$ cat src/rtl/tap_multichannel.sv
// JTAG TAP with IEEE 1149.1 controller, parametrised IR, BYPASS, IDCODE, boundary scan
// and USER_N independent user data registers with capture/update strobes toward the core.
module tap_multichannel #(
    parameter int          IR_W    = 4,
    parameter logic [31:0] IDCODE  = 32'h1000_0001,
    parameter int          BSR_IN  = 4,
    parameter int          BSR_OUT = 4,
    parameter int          USER_N  = 2,
    parameter int          USER_W  = 32
) (
    input  logic                       tck,
    input  logic                       trst,
    input  logic                       tms,
    input  logic                       tdi,
    output logic                       tdo,
    output logic                       tdo_en,
    input  logic [BSR_IN-1:0]          pins_in,
    output logic [BSR_IN-1:0]          logic_pins_in,
    input  logic [BSR_OUT-1:0]         logic_pins_out,
    output logic [BSR_OUT-1:0]         pins_out,
    input  logic [USER_N*USER_W-1:0]   user_capture_data,
    output logic [USER_N*USER_W-1:0]   user_update_data,
    output logic [USER_N-1:0]          user_capture_strobe,
    output logic [USER_N-1:0]          user_update_strobe,
    output logic [IR_W-1:0]            ir_out,
    output logic [3:0]                 tap_state
);

    localparam int BSR_W = BSR_IN + BSR_OUT;
    localparam logic [IR_W-1:0] IR_EXTEST = IR_W'(0);
    localparam logic [IR_W-1:0] IR_IDCODE = IR_W'(1);
    localparam logic [IR_W-1:0] IR_SAMPLE = IR_W'(2);

    typedef enum logic [3:0] {
        TLR     = 4'hF, RTI     = 4'hC, SEL_DR  = 4'h7, CAP_DR  = 4'h6,
        SH_DR   = 4'h2, EX1_DR  = 4'h1, PAU_DR  = 4'h3, EX2_DR  = 4'h0,
        UPD_DR  = 4'h5, SEL_IR  = 4'h4, CAP_IR  = 4'hE, SH_IR   = 4'hA,
        EX1_IR  = 4'h9, PAU_IR  = 4'hB, EX2_IR  = 4'h8, UPD_IR  = 4'hD
    } tap_state_e;

    typedef enum logic [1:0] {
        SEL_BYP  = 2'd0,
        SEL_ID   = 2'd1,
        SEL_BSR  = 2'd2,
        SEL_USER = 2'd3
    } dr_sel_e;

    tap_state_e               state_r;
    tap_state_e               next_state_s;
    dr_sel_e                  dr_sel_s;
    logic [USER_N-1:0]        user_hit_s;
    logic [USER_W-1:0]        user_cap_s;
    logic [IR_W-1:0]          ir_sh_r;
    logic [IR_W-1:0]          ir_r;
    logic                     byp_r;
    logic [31:0]              id_sh_r;
    logic [BSR_W-1:0]         bsr_sh_r;
    logic [BSR_OUT-1:0]       bsr_upd_r;
    logic [USER_W-1:0]        user_sh_r;
    logic [USER_N*USER_W-1:0] user_upd_r;
    logic [USER_N-1:0]        cap_stb_r;
    logic [USER_N-1:0]        upd_stb_r;
    logic                     tdo_en_r;
    logic                     tdo_s;

    // TAP controller next-state function on tms
    always_comb begin
        next_state_s = TLR;
        case (state_r)
            TLR:     next_state_s = tms ? TLR    : RTI;
            RTI:     next_state_s = tms ? SEL_DR : RTI;
            SEL_DR:  next_state_s = tms ? SEL_IR : CAP_DR;
            CAP_DR:  next_state_s = tms ? EX1_DR : SH_DR;
            SH_DR:   next_state_s = tms ? EX1_DR : SH_DR;
            EX1_DR:  next_state_s = tms ? UPD_DR : PAU_DR;
            PAU_DR:  next_state_s = tms ? EX2_DR : PAU_DR;
            EX2_DR:  next_state_s = tms ? UPD_DR : SH_DR;
            UPD_DR:  next_state_s = tms ? SEL_DR : RTI;
            SEL_IR:  next_state_s = tms ? TLR    : CAP_IR;
            CAP_IR:  next_state_s = tms ? EX1_IR : SH_IR;
            SH_IR:   next_state_s = tms ? EX1_IR : SH_IR;
            EX1_IR:  next_state_s = tms ? UPD_IR : PAU_IR;
            PAU_IR:  next_state_s = tms ? EX2_IR : PAU_IR;
            EX2_IR:  next_state_s = tms ? UPD_IR : SH_IR;
            UPD_IR:  next_state_s = tms ? SEL_DR : RTI;
            default: next_state_s = TLR;
        endcase
    end

    // Instruction decode; unknown codes and unused USER codes fall back to BYPASS
    always_comb begin
        dr_sel_s   = SEL_BYP;
        user_hit_s = '0;
        user_cap_s = '0;
        case (ir_r)
            IR_EXTEST, IR_SAMPLE: dr_sel_s = SEL_BSR;
            IR_IDCODE:            dr_sel_s = SEL_ID;
            default:              dr_sel_s = SEL_BYP;
        endcase
        for (int k = 0; k < USER_N; k++) begin
            if (ir_r == IR_W'(8 + k)) begin
                dr_sel_s      = SEL_USER;
                user_hit_s[k] = 1'b1;
                user_cap_s    = user_capture_data[k*USER_W +: USER_W];
            end else begin
                user_hit_s[k] = 1'b0;
            end
        end
    end

    // Controller state, shift-enable and strobe registers
    always_ff @(posedge tck) begin
        if (!trst) begin
            state_r   <= TLR;
            tdo_en_r  <= 1'b0;
            cap_stb_r <= '0;
            upd_stb_r <= '0;
        end else begin
            state_r   <= next_state_s;
            tdo_en_r  <= (next_state_s == SH_DR) || (next_state_s == SH_IR);
            // Capture strobe covers the CapDR cycle itself, update strobe the cycle after UpdDR
            cap_stb_r <= (next_state_s == CAP_DR) ? user_hit_s : '0;
            upd_stb_r <= (state_r == UPD_DR) ? user_hit_s : '0;
        end
    end

    // Instruction shift and instruction registers; entering TLR forces IDCODE
    always_ff @(posedge tck) begin
        if (!trst) begin
            ir_sh_r <= '0;
            ir_r    <= IR_IDCODE;
        end else begin
            case (state_r)
                CAP_IR:  ir_sh_r <= {{(IR_W-2){1'b0}}, 2'b01};
                SH_IR:   ir_sh_r <= {tdi, ir_sh_r[IR_W-1:1]};
                UPD_IR:  ir_r    <= ir_sh_r;
                default: ;
            endcase
            if (next_state_s == TLR) begin
                ir_r <= IR_IDCODE;
            end
        end
    end

    // Data shift registers: capture, then right shift with tdi entering the MSB
    always_ff @(posedge tck) begin
        if (!trst) begin
            byp_r     <= 1'b0;
            id_sh_r   <= '0;
            bsr_sh_r  <= '0;
            user_sh_r <= '0;
        end else if (state_r == CAP_DR) begin
            case (dr_sel_s)
                SEL_ID:   id_sh_r   <= IDCODE;
                SEL_BSR:  bsr_sh_r  <= {pins_in, logic_pins_out};
                SEL_USER: user_sh_r <= user_cap_s;
                default:  byp_r     <= 1'b0;
            endcase
        end else if (state_r == SH_DR) begin
            case (dr_sel_s)
                SEL_ID:   id_sh_r   <= {tdi, id_sh_r[31:1]};
                SEL_BSR:  bsr_sh_r  <= {tdi, bsr_sh_r[BSR_W-1:1]};
                SEL_USER: user_sh_r <= {tdi, user_sh_r[USER_W-1:1]};
                default:  byp_r     <= tdi;
            endcase
        end
    end

    // Update registers written on the UpdDR edge; retained through TLR
    always_ff @(posedge tck) begin
        if (!trst) begin
            bsr_upd_r  <= '0;
            user_upd_r <= '0;
        end else if (state_r == UPD_DR) begin
            if (dr_sel_s == SEL_BSR) begin
                bsr_upd_r <= bsr_sh_r[BSR_OUT-1:0];
            end
            for (int k = 0; k < USER_N; k++) begin
                if (user_hit_s[k]) begin
                    user_upd_r[k*USER_W +: USER_W] <= user_sh_r;
                end
            end
        end
    end

    // Serial output mux from the registered state
    always_comb begin
        tdo_s = 1'b0;
        if (state_r == SH_IR) begin
            tdo_s = ir_sh_r[0];
        end else if (state_r == SH_DR) begin
            case (dr_sel_s)
                SEL_ID:   tdo_s = id_sh_r[0];
                SEL_BSR:  tdo_s = bsr_sh_r[0];
                SEL_USER: tdo_s = user_sh_r[0];
                default:  tdo_s = byp_r;
            endcase
        end else begin
            tdo_s = 1'b0;
        end
    end

    assign tdo                 = tdo_s;
    assign tdo_en              = tdo_en_r;
    assign logic_pins_in       = pins_in;
    assign pins_out            = (ir_r == IR_EXTEST) ? bsr_upd_r : logic_pins_out;
    assign user_update_data    = user_upd_r;
    assign user_capture_strobe = cap_stb_r;
    assign user_update_strobe  = upd_stb_r;
    assign ir_out              = ir_r;
    assign tap_state           = state_r;

endmodule

$ cat config.mk
export PLATFORM = sky130hd
export DESIGN_NAME = tap_multichannel
export DESIGN_NICKNAME = d
export VERILOG_FILES = /design/src/rtl/tap_multichannel.sv
export SDC_FILE = /design/constraint.sdc
export NUM_CORES = 1
export LEC_CHECK = 0
export ABC_AREA = 1
export BUFFER_PORTS_ARGS = -buffer_cell sky130_fd_sc_hd__buf_4
export CORE_MARGIN = 2
export CORE_UTILIZATION = 27
export DETAILED_ROUTE_END_ITERATION = 6
export GPL_ROUTABILITY_DRIVEN = 0
export SYNTH_ARGS = -nofsm -noshare
export SYNTH_HDL_FRONTEND = slang
export SYNTH_SLANG_ARGS = --single-unit
$ cat constraint.sdc
create_clock -name tck -period 1.9 [get_ports tck]
set_clock_uncertainty 0.05 [all_clocks]
set_input_delay 0.19 -clock tck [delete_from_list [all_inputs] [get_ports tck]]
set_output_delay 0.19 -clock tck [all_outputs]
set_load 0.005 [all_outputs]
==> impl_metrics.csv <==
group,metric,value,unit
clocking,insertion_delay,430,ps
grt,antenna_found_initial,0,
clocking,clockBufferDepth,2,
routing,routedWlPerCell,14.3,µm
placement,dp_cells,1327,
die,rows,56,
worst_hold_path,hp-class,"in -> reg",
synthesis,synth_ff_type,"dfxtp_1",
grt,overflow,0,
synthesis,netlist_area,0.00641,mm²
worst_setup_path,crit_chain,"buf_4 > nor2_4 > nand3_1 > o21ai_0 > a221oi_2 > o21ai_2 > buf_4",
worst_setup_path,start_kind,"register",
die,die_w,158,µm
cells_and_area,final_util,37.5,%
worst_setup_path,worstPathRequired,1660,ps
timing,final_max_slew_viol_count,0,
cells_and_area,diodes,0,
cells_and_area,nets,1109,
worst_setup_path,critPathMaxStageDelay,380,ps
timing,setup_viol,0,
cells_and_area,final_cells,1364,
worst_setup_path,path_common_cell,"buf_4",
timing,setup_tns,0,ps
worst_setup_path,worst_setup_path_end_kind,"primary output",
power,p_clk_share,40.8,%
synthesis,yosysSeqAreaShare,49.3,%
synthesis,synth_seq_cells,158,
grt,grt_first_pass_wirelength,30000,µm
routing,wl_met3,1320,µm
routing,vias,6304,
worst_setup_path,worst_ep_arrival_time,1640,ps
synthesis,yosysTopAreaCellShare,49.3,%
synthesis,yosysTopAreaCell,"dfxtp_1",
timing,fmax,533,MHz
power,p_per_area,1020,mW/mm²
worst_setup_path,crit_type,"reg -> out",
synthesis,synthAdderAreaFrac,0,%
routing,drt-initial-drc-count,386,
grt,grt_start_max_net_pins,65,
synthesis,syn_nets,957,
grt,track_usage,15.5,%
power,p_int,6.40,mW
routing,vias_per_cell,4.62,
cells_and_area,drive_gt1_share,24.6,%
synthesis,synth-xor-area-share,0,%
worst_setup_path,path_max_fanout,5,
run_status,outcome,"complete, no violations",
die,ios,162,
routing,firstDrtPassIters,5,
routing,routed.top_layer,"met4",
cells_and_area,areaGrowthSynthToFinish,36.8,%
placement,port-buffer-count,161,
die,start_util,27.4,%
timing,finalCritPeriodShare,98.8,%
routing,drt-met1-wl,8670,µm
grt,grt_pass1_vias,5630,
die,coreArea,0.0234,mm²
routing,drtAntennaViolNets,0,
power,net-switching-power,2.59,mW
synthesis,synth_warnings,0,
worst_setup_path,critPathBufInv,2,
placement,dp_hpwl,13700,µm
routing,dr_wl_met2,9060,µm
routing,routed_wl,19400,µm
synthesis,async_reset_ff_share,0,%
synthesis,avgSynthCellArea,7.28,µm²
clocking,cts_tree,"built",
routing,route.detailed.drc,0,
worst_setup_path,cp_top_family,"compound AO/OA/AOI/OAI gates",
synthesis,synth.area.top_cells,"dfxtp_1, nor2_1, o21ai_0",
synthesis,synth-compound-area-share,19.3,%
timing,finalHoldViolations,0,
timing,relSlewSlack,58.7,%
synthesis,synth_edf_count,0,
cells_and_area,final_area,0.00877,mm²
clocking,cts-root-buf,"clkbuf_16",
worst_setup_path,cp_slowest_cell,"dfxtp_4",
timing,holdWs,12.0,ps
synthesis,synth-simple-area-share,24.2,%
clocking,clkSlewWorstSetupHoldPaths,60,ps
timing,period_minus_slack,1880,ps
power,swShare,28.8,%
power,total_leakage_power,3.82,nW
synthesis,synth_top_family_by_area,"simple AND/OR/NAND/NOR gates",
power,p_seq_share,39.0,%
timing,tightest_slew,619,ps
synthesis,synth_common_cells,"nor2_1, dfxtp_1, nand2_1",
clocking,htree_num_levels,4,
synthesis,synth.most_common_cell,"nor2_1",
die,die_area,0.0250,mm²
placement,dpl-instance-area,0.00801,mm²
synthesis,syn_inst,881,
clocking,cts_buffers,17,
synthesis,synthMuxAreaShare,0.878,%
power,max-vdd-ir-drop,0.577,mV
power,p_comb_share,20.2,%
clocking,cts.sinks,158,
flow_run,drv_cap,0,
die,die_h,158,µm
synthesis,synth.distinct_cells,27,
## state kept, by name, summed over array words and instances, names as in the netlist, 2 cells and up
name,flops
user_capture_strobe,2
ir_out,4
user_sh_r,32
tap_state,4
user_update_data,64
user_update_strobe,2
id_sh_r,32
ir_sh_r,4
bsr_upd_r,4
bsr_sh_r,8
## routing by layer
layer | vias to the layer above | GRT usage, %
met2 | 172 | 24.5
met5 | - | 0
met3 | 25 | 4.30
met4 | 0 | 5.49
met1 | 2876 | 20.2
li1 | 3231 | -
## metrics by stage
step / total power, mW / setup WS [ps]
finish: 8.99 / 22.7
global route: 9.43 / -49.6
floorplan: 4.64 / 310
global placement: 5.31 / 120
detailed placement: 5.31 / 117
CTS: 9.02 / 10.9
## path summary, 6_finish.rpt
path                            cells past startpoint  slack (ps)    startpoint      endpoint
worst max-delay path                                7          20     ir_out[2]           tdo
worst min-delay path                                3          10    pins_in[1]   bsr_sh_r[5]
worst max register to register                      9         170  tap_state[1]  user_sh_r[3]
worst min register to register                      2         410   id_sh_r[29]   id_sh_r[29]
## layout make-up
type | count | area (µm²)
clock inverters | 11 | 179
well taps | 319 | 399
multi-input cells | 625 | 2900
flip-flops and latches | 158 | 3180
repair buffers | 194 | 1520
clock buffers | 20 | 457
fillers | 2488 | 14600
inverters | 37 | 141
## kinds of logic after synthesis
family                 after synthesis
and+or+nand+nor                    379
buffers and inverters               98
AOI/OAI and AO/OA                  241
muxes                                5
DFF                                158
## power groups by stage
stage          clock network, mW  logic (mW)  registers, mW
3_5_place_dp                   0        1.74           3.57
5_1_grt                     3.87        2.04           3.52
6_report                    3.67        1.82           3.50
4_1_cts                     3.75        1.78           3.49
3_3_place_gp                   0        1.74           3.56
2_1_floorplan                  0        1.07           3.57
## placed cells by master, fill, tap and decap left out, drive strengths merged
cell type,instances
a311oi,1
a31oi,3
inv,40
nor3,1
mux2,5
nand2,134
a211oi,2
a21oi,76
nor3b,1
nand3,70
nor4,1
nand4,3
nor2,169
bufinv,4
clkinvlp,2
a22o,1
a221oi,2
o21ai,152
o22ai,4
clkbuf,20
clkinv,2
dlygate4sd3,4
buf,190
dfxtp,158
## worst min-delay path, stage by stage
cell and delay, ps:
buf_4 80, o22ai_1 60, a21oi_1 110
## repair_timing
action | CTS | global route
buffers inserted | 0 | 2
endpoints found under the hold margin | 4 | 0
setup endpoints to repair | 4 | 25
pin swaps | 1 | 2
resized for setup | 17 | 12
hold buffers | 4 | 0
(Power assumes the default switching activity.)
